--- config.mk ---
export PLATFORM = sky130hd
export DESIGN_NAME = fetch_stage
export DESIGN_NICKNAME = d
export VERILOG_FILES = /design/src/rtl/fetch_stage.sv
export SDC_FILE = /design/constraint.sdc
export NUM_CORES = 1
export LEC_CHECK = 0
export BUFFER_PORTS_ARGS = -buffer_cell sky130_fd_sc_hd__buf_2
export CAP_MARGIN = 20
export CORE_MARGIN = 2
export CORE_UTILIZATION = 58
export DETAILED_ROUTE_END_ITERATION = 7
export GPL_TIMING_DRIVEN = 0
export PLACE_DENSITY_LB_ADDON = 0.12
export SYNTH_ARGS = -nofsm -noshare
export SYNTH_HDL_FRONTEND = slang
export SYNTH_SLANG_ARGS = --single-unit
--- constraint.sdc ---
create_clock -name clk -period 3.3 [get_ports clk]
set_input_delay 0.165 -clock clk [delete_from_list [all_inputs] [get_ports clk]]
set_output_delay 0.165 -clock clk [all_outputs]
set_load 0.01 [all_outputs]
--- src/rtl/fetch_stage.sv ---
// Instruction fetch stage: tracks the fetch PC, issues in-order imem requests, buffers
// responses in a 2-entry queue, and drives the IF/ID register consumed by decode.
module fetch_stage #(
    parameter logic [31:0] RESET_PC        = 32'h0000_0000,
    parameter int unsigned MAX_OUTSTANDING = 2
) (
    input  logic        clk,
    input  logic        rst_n,
    output logic        imem_req,
    output logic [31:0] imem_addr,
    input  logic        imem_rvalid,
    input  logic [31:0] imem_rdata,
    input  logic        stall_in,
    input  logic        redirect_valid,
    input  logic [31:0] redirect_pc,
    output logic [31:0] instruction_out,
    output logic [31:0] pc_out,
    output logic        id_flush
);

    localparam logic [1:0] MaxOut = 2'(MAX_OUTSTANDING);

    logic [31:0]      fetch_pc_q, fetch_pc_d;
    logic [1:0]       outstanding_q, outstanding_d;
    logic [1:0]       discard_q, discard_d;
    logic [1:0]       count_q, count_d;
    logic             rd_ptr_q, rd_ptr_d;
    logic             wr_ptr_q, wr_ptr_d;
    logic [1:0][31:0] fq_pc_q, fq_pc_d;
    logic [1:0][31:0] fq_instr_q, fq_instr_d;
    logic [1:0][31:0] tag_pc_q, tag_pc_d;
    logic             tag_rd_q, tag_rd_d;
    logic             tag_wr_q, tag_wr_d;
    logic [31:0]      instr_q, instr_d;
    logic [31:0]      pc_q, pc_d;
    logic             flush_q, flush_d;

    logic [2:0]  live;
    logic        issue;
    logic        resp_keep;
    logic        bypass;
    logic        push;
    logic        pop;
    logic [31:0] resp_pc;
    logic        unused_redirect_lsb;

    assign unused_redirect_lsb = ^redirect_pc[1:0];

    // live counts queued words plus in-flight words that will actually be kept
    always_comb begin
        live      = 3'(count_q) + 3'(outstanding_q) - 3'(discard_q);
        issue     = rst_n && !redirect_valid && (live < 3'd2) && (outstanding_q < MaxOut);
        resp_pc   = tag_pc_q[tag_rd_q];
        resp_keep = imem_rvalid && (discard_q == 2'd0) && !redirect_valid;
        pop       = !redirect_valid && !stall_in && (count_q != 2'd0);
        bypass    = resp_keep && !stall_in && (count_q == 2'd0);
        push      = resp_keep && !bypass;
    end

    assign imem_req        = issue;
    assign imem_addr       = fetch_pc_q;
    assign instruction_out = instr_q;
    assign pc_out          = pc_q;
    assign id_flush        = flush_q;

    always_comb begin
        fetch_pc_d    = fetch_pc_q;
        outstanding_d = outstanding_q;
        discard_d     = discard_q;
        count_d       = count_q;
        rd_ptr_d      = rd_ptr_q;
        wr_ptr_d      = wr_ptr_q;
        fq_pc_d       = fq_pc_q;
        fq_instr_d    = fq_instr_q;
        tag_pc_d      = tag_pc_q;
        tag_rd_d      = tag_rd_q;
        tag_wr_d      = tag_wr_q;
        instr_d       = instr_q;
        pc_d          = pc_q;
        flush_d       = flush_q;

        // Tag FIFO mirrors every request, including ones later discarded
        if (issue) begin
            fetch_pc_d         = fetch_pc_q + 32'd4;
            tag_pc_d[tag_wr_q] = fetch_pc_q;
            tag_wr_d           = ~tag_wr_q;
            outstanding_d      = outstanding_d + 2'd1;
        end
        if (imem_rvalid) begin
            tag_rd_d      = ~tag_rd_q;
            outstanding_d = outstanding_d - 2'd1;
        end

        if (redirect_valid) begin
            fetch_pc_d = {redirect_pc[31:2], 2'b00};
            discard_d  = outstanding_q - {1'b0, imem_rvalid};
            count_d    = 2'd0;
            rd_ptr_d   = 1'b0;
            wr_ptr_d   = 1'b0;
            instr_d    = 32'h0;
            flush_d    = 1'b1;
        end else begin
            if (imem_rvalid && (discard_q != 2'd0)) begin
                discard_d = discard_q - 2'd1;
            end
            if (push) begin
                fq_pc_d[wr_ptr_q]    = resp_pc;
                fq_instr_d[wr_ptr_q] = imem_rdata;
                wr_ptr_d             = ~wr_ptr_q;
            end
            if (pop) begin
                rd_ptr_d = ~rd_ptr_q;
            end
            if (push && !pop) begin
                count_d = count_q + 2'd1;
            end else if (pop && !push) begin
                count_d = count_q - 2'd1;
            end

            if (!stall_in) begin
                if (count_q != 2'd0) begin
                    instr_d = fq_instr_q[rd_ptr_q];
                    pc_d    = fq_pc_q[rd_ptr_q];
                    flush_d = 1'b0;
                end else if (bypass) begin
                    instr_d = imem_rdata;
                    pc_d    = resp_pc;
                    flush_d = 1'b0;
                end else begin
                    instr_d = 32'h0;
                    flush_d = 1'b1;
                end
            end
        end
    end

    always_ff @(posedge clk or negedge rst_n) begin
        if (!rst_n) begin
            fetch_pc_q    <= RESET_PC;
            outstanding_q <= 2'd0;
            discard_q     <= 2'd0;
            count_q       <= 2'd0;
            rd_ptr_q      <= 1'b0;
            wr_ptr_q      <= 1'b0;
            fq_pc_q       <= '0;
            fq_instr_q    <= '0;
            tag_pc_q      <= '0;
            tag_rd_q      <= 1'b0;
            tag_wr_q      <= 1'b0;
            instr_q       <= 32'h0;
            pc_q          <= 32'h0;
            flush_q       <= 1'b1;
        end else begin
            fetch_pc_q    <= fetch_pc_d;
            outstanding_q <= outstanding_d;
            discard_q     <= discard_d;
            count_q       <= count_d;
            rd_ptr_q      <= rd_ptr_d;
            wr_ptr_q      <= wr_ptr_d;
            fq_pc_q       <= fq_pc_d;
            fq_instr_q    <= fq_instr_d;
            tag_pc_q      <= tag_pc_d;
            tag_rd_q      <= tag_rd_d;
            tag_wr_q      <= tag_wr_d;
            instr_q       <= instr_d;
            pc_q          <= pc_d;
            flush_q       <= flush_d;
        end
    end

    // A full queue with no pop must never receive a word
    assert property (@(posedge clk) disable iff (!rst_n) !(push && (count_q == 2'd2) && !pop));

endmodule

==> flow_summary.json <==
{
  "outcome": "finished, final reports clean",
  "cts_sinks": 287,
  "grt_max_degree": 124,
  "placedCellCount": 1579,
  "path_clk_slew_ns": 0.06,
  "fp.dieArea_um2": 23600,
  "yosysSeqAreaShare_pct": 55.4,
  "max_freq_mhz": 311,
  "hold_depth": 3,
  "p_leak_nw": 7.59,
  "stdcell_count": 1706,
  "dr.pass1.iters": 5,
  "grt_pass1_wl_um": 53100,
  "grt.total_usage_pct": 27.5,
  "comb_power_share_pct": 29.2,
  "p_clk_share_pct": 27.3,
  "drtAntennaViolNets": 0,
  "wl_um": 32000,
  "syn_inst": 1135,
  "cp_top_family": "adder cells",
  "crit_buf_inv": 5,
  "rsz0062_at_grt": "no",
  "h-tree-depth": 1,
  "io_buffers": 159,
  "ys.flop_type": "dfrtp_1",
  "drc_errors": 0,
  "p_switching_w": 0.00381,
  "io_pins": 167,
  "grt_antenna_before_repair": 0,
  "finalHoldViolations": 0,
  "syn-cell-area_um2": 13000,
  "viasPerCell": 5.73,
  "drt_iter0_markers": 672,
  "cp_slowest_cell": "or4_4",
  "r2r_cells": 10,
  "timing.hold.ws_ns": 0.167,
  "start_util_pct": 59.2,
  "cpPeakStageDelay_ns": 0.59,
  "grt_pass1_vias": 9950,
  "rows": 54,
  "yosys.area.top_type_share_pct": 55.2,
  "yosysUniqueCellTypes": 52,
  "cap_viol_max_count": 0,
  "finalMaxSlewViolations": 0,
  "gr-total-overflow": 0,
  "critPathLaunchType": "register",
  "cts_root_buf": "clkbuf_16",
  "yosysWarnings": 0,
  "clock_path_buffers": 3,
  "p_int_w": 0.00838,
  "critPathMaxFanout": 7,
  "die_w_um": 153,
  "ys_seq_elements": 287,
  "vdd_ir_drop_max_mv": 0.467,
  "crit_cells": 9,
  "relSlewSlack_pct": 46.8,
  "power_density_nw_per_um2": 765,
  "crit_arrival_ns": 3.05,
  "asyncSetResetFlopFracSynth_pct": 100,
  "areaGrowthSynthToFinish_pct": 22.9,
  "cts_buffers": 30,
  "finClkSkew_ns": 0.0105,
  "hold_path.class": "in2reg",
  "clkLatencyLatePin_ns": 0.55,
  "crit_required_ns": 3.13,
  "cts_tree": "done",
  "synth_edf_count": 0,
  "vias": 9780,
  "fillers": 1598,
  "post-route-period-util_pct": 97.3,
  "final_nets": 1478,
  "synth_top_cells_by_area": "dfrtp_1 (55%), mux2_2 (10%), mux2i_1 (4.9%), mux2_4 (3.5%), o21ai_0 (3.2%)",
  "finalSetupTns_ns": 0,
  "wire_per_inst_um": 18.8,
  "dp_hpwl_um": 21100,
  "seq_power_share_pct": 43.5,
  "tightestPinTransition_ns": 0.799,
  "p_sw_share_pct": 31.3,
  "end_kind": "output port",
  "die_h_um": 153,
  "n_antenna_cell": 0,
  "place_congestion": 0.924,
  "core_um2": 21900,
  "setup_viol": 0,
  "drive_gt1_share_pct": 28.6,
  "syn_area_per_cell_um2": 11.4,
  "path_cells": "fa_1 > inv_2 > fa_1 > nand2_1 > or4_4 > clkinv_4 > buf_12 > buf_12 > buf_6",
  "critPathKind": "reg2out",
  "synth.largest_area_cell": "dfrtp_1",
  "fin_crit_ns": 3.21
}
cells in the mapped netlist (all sizes together) (5+ instances only):
cell type    n
clkbuf      52
o21ai       84
nand3       23
o211ai      14
inv         14
nand4       15
buf         34
nand2      102
mux2i       64
and3         7
nor2       111
o311ai       5
or3          9
nor4         5
a21oi       77
xnor2        6
mux2       149
nor3         6
a221o       34
dfrtp      286
power groups by stage:
stage | registers, W | logic [W] | clock network [W]
4_1_cts | 0.00529 | 0.00354 | 0.00337
3_5_place_dp | 0.00535 | 0.00339 | 0
5_1_grt | 0.00545 | 0.00395 | 0.00353
3_3_place_gp | 0.00530 | 0.00329 | 0
6_report | 0.00530 | 0.00356 | 0.00333
2_1_floorplan | 0.00527 | 0.00237 | 0
kinds of logic after synthesis:
| kind of cell | synth area share, % |
|---|---|
| AO/OA/AOI/OAI | 10.9 |
| XOR/XNOR | 0.541 |
| adder cells (fa/ha/maj) | 0.695 |
| buffers and inverters | 3.52 |
| flip-flops | 55.4 |
| multiplexers | 18.8 |
| other | 0.0289 |
| AND/OR/NAND/NOR | 10.1 |
layout make-up:
class | instances | area (um^2) | area share, %
buffer | 86 | 442 | 2.77
sequential | 287 | 7190 | 45.1
tap | 280 | 350 | 2.20
clock inverter | 2 | 35.0 | 0.220
timing repair buffer | 233 | 1590 | 9.97
inverter | 14 | 57.6 | 0.361
multi-input combinational | 751 | 5330 | 33.5
clock buffer | 53 | 938 | 5.89
routing by layer:
layer  part of all wire, %  wire length (um)  vias up  GRT usage [%]
met4                   2.9               916        0           6.73
li1                      -                 -     4567              -
met3                   5.3              1700       67           3.60
met1                    44             14200     4828           39.1
met2                    47             15200      318           45.5
met5                     0                 0        -              0
worst paths after layout:
| check | startpoint | to | slack (ns) |
|---|---|---|---|
| max | count_q[1] | imem_req | 0.09 |
| min | stall_in | rd_ptr_q | 0.17 |
| max reg2reg | count_q[1] | tag_pc_q[53] | 0.12 |
| min reg2reg | pc_out[25] | pc_out[25] | 0.47 |
| max in group asynchronous | rst_n | tag_pc_q[47] | 2.18 |
| min in group asynchronous | rst_n | fq_instr_q[39] | 0.21 |
metrics by stage:
stage	setup WS [ns]	power, W	utilization [%]	instance area [um^2]
after detailed placement	-0.281	0.00874	64.8	14200
after global placement	-3.72	0.00858	64.5	14100
final	0.0897	0.0122	72.8	15900
after global routing	0.0000497	0.0129	72.8	15900
after CTS	-0.0119	0.0122	72.6	15900
after floorplan	0.352	0.00764	-	13000
cells in the final DEF, fill, tap and decap left out, drive strengths merged, types with 3 or more instances in the layout:
cell type	synthesis	final
or3	9	9
dlygate4sd3	0	64
mux2	149	149
a221o	34	34
o211ai	14	14
inv	14	13
xnor2	6	6
a31o	3	3
nand2b	3	3
nor2	111	111
conb	1	4
dfrtp	286	286
nand2	102	102
nand3	23	23
o21ai	84	84
a31oi	3	3
clkbuf	52	104
ha	4	4
nor4	5	5
and3	7	7
mux2i	64	64
o311ai	5	5
nor3	6	6
or4	4	4
nand4	15	15
a21oi	77	77
a22oi	3	3
buf	34	204
worst min-delay path: stages:
cell	delay, ns
clkbuf_1	0.21
o21ai_0	0.22
a21oi_1	0.08
registers in the layout (all words and copies together) (netlist names):
| name | flops |
|---|---|
| tag_wr_q | 1 |
| fq_pc_q | 60 |
| discard_q | 2 |
| imem_addr | 30 |
| id_flush | 1 |
| count_q | 2 |
| tag_rd_q | 1 |
| outstanding_q | 2 |
| instruction_out | 32 |
| fq_instr_q | 64 |
| tag_pc_q | 60 |
| rd_ptr_q | 1 |
| pc_out | 30 |
| wr_ptr_q | 1 |
timing repair:
item                                   CTS  global route
hold buffers                            65             0
cloned                                   0             0
endpoints found under the hold margin  217             0
gates resized for setup                 14            11
setup endpoints to repair                8            39
pin swaps                                1             3
setup buffers                            4             3
Power figures use the tool's default switching activity.
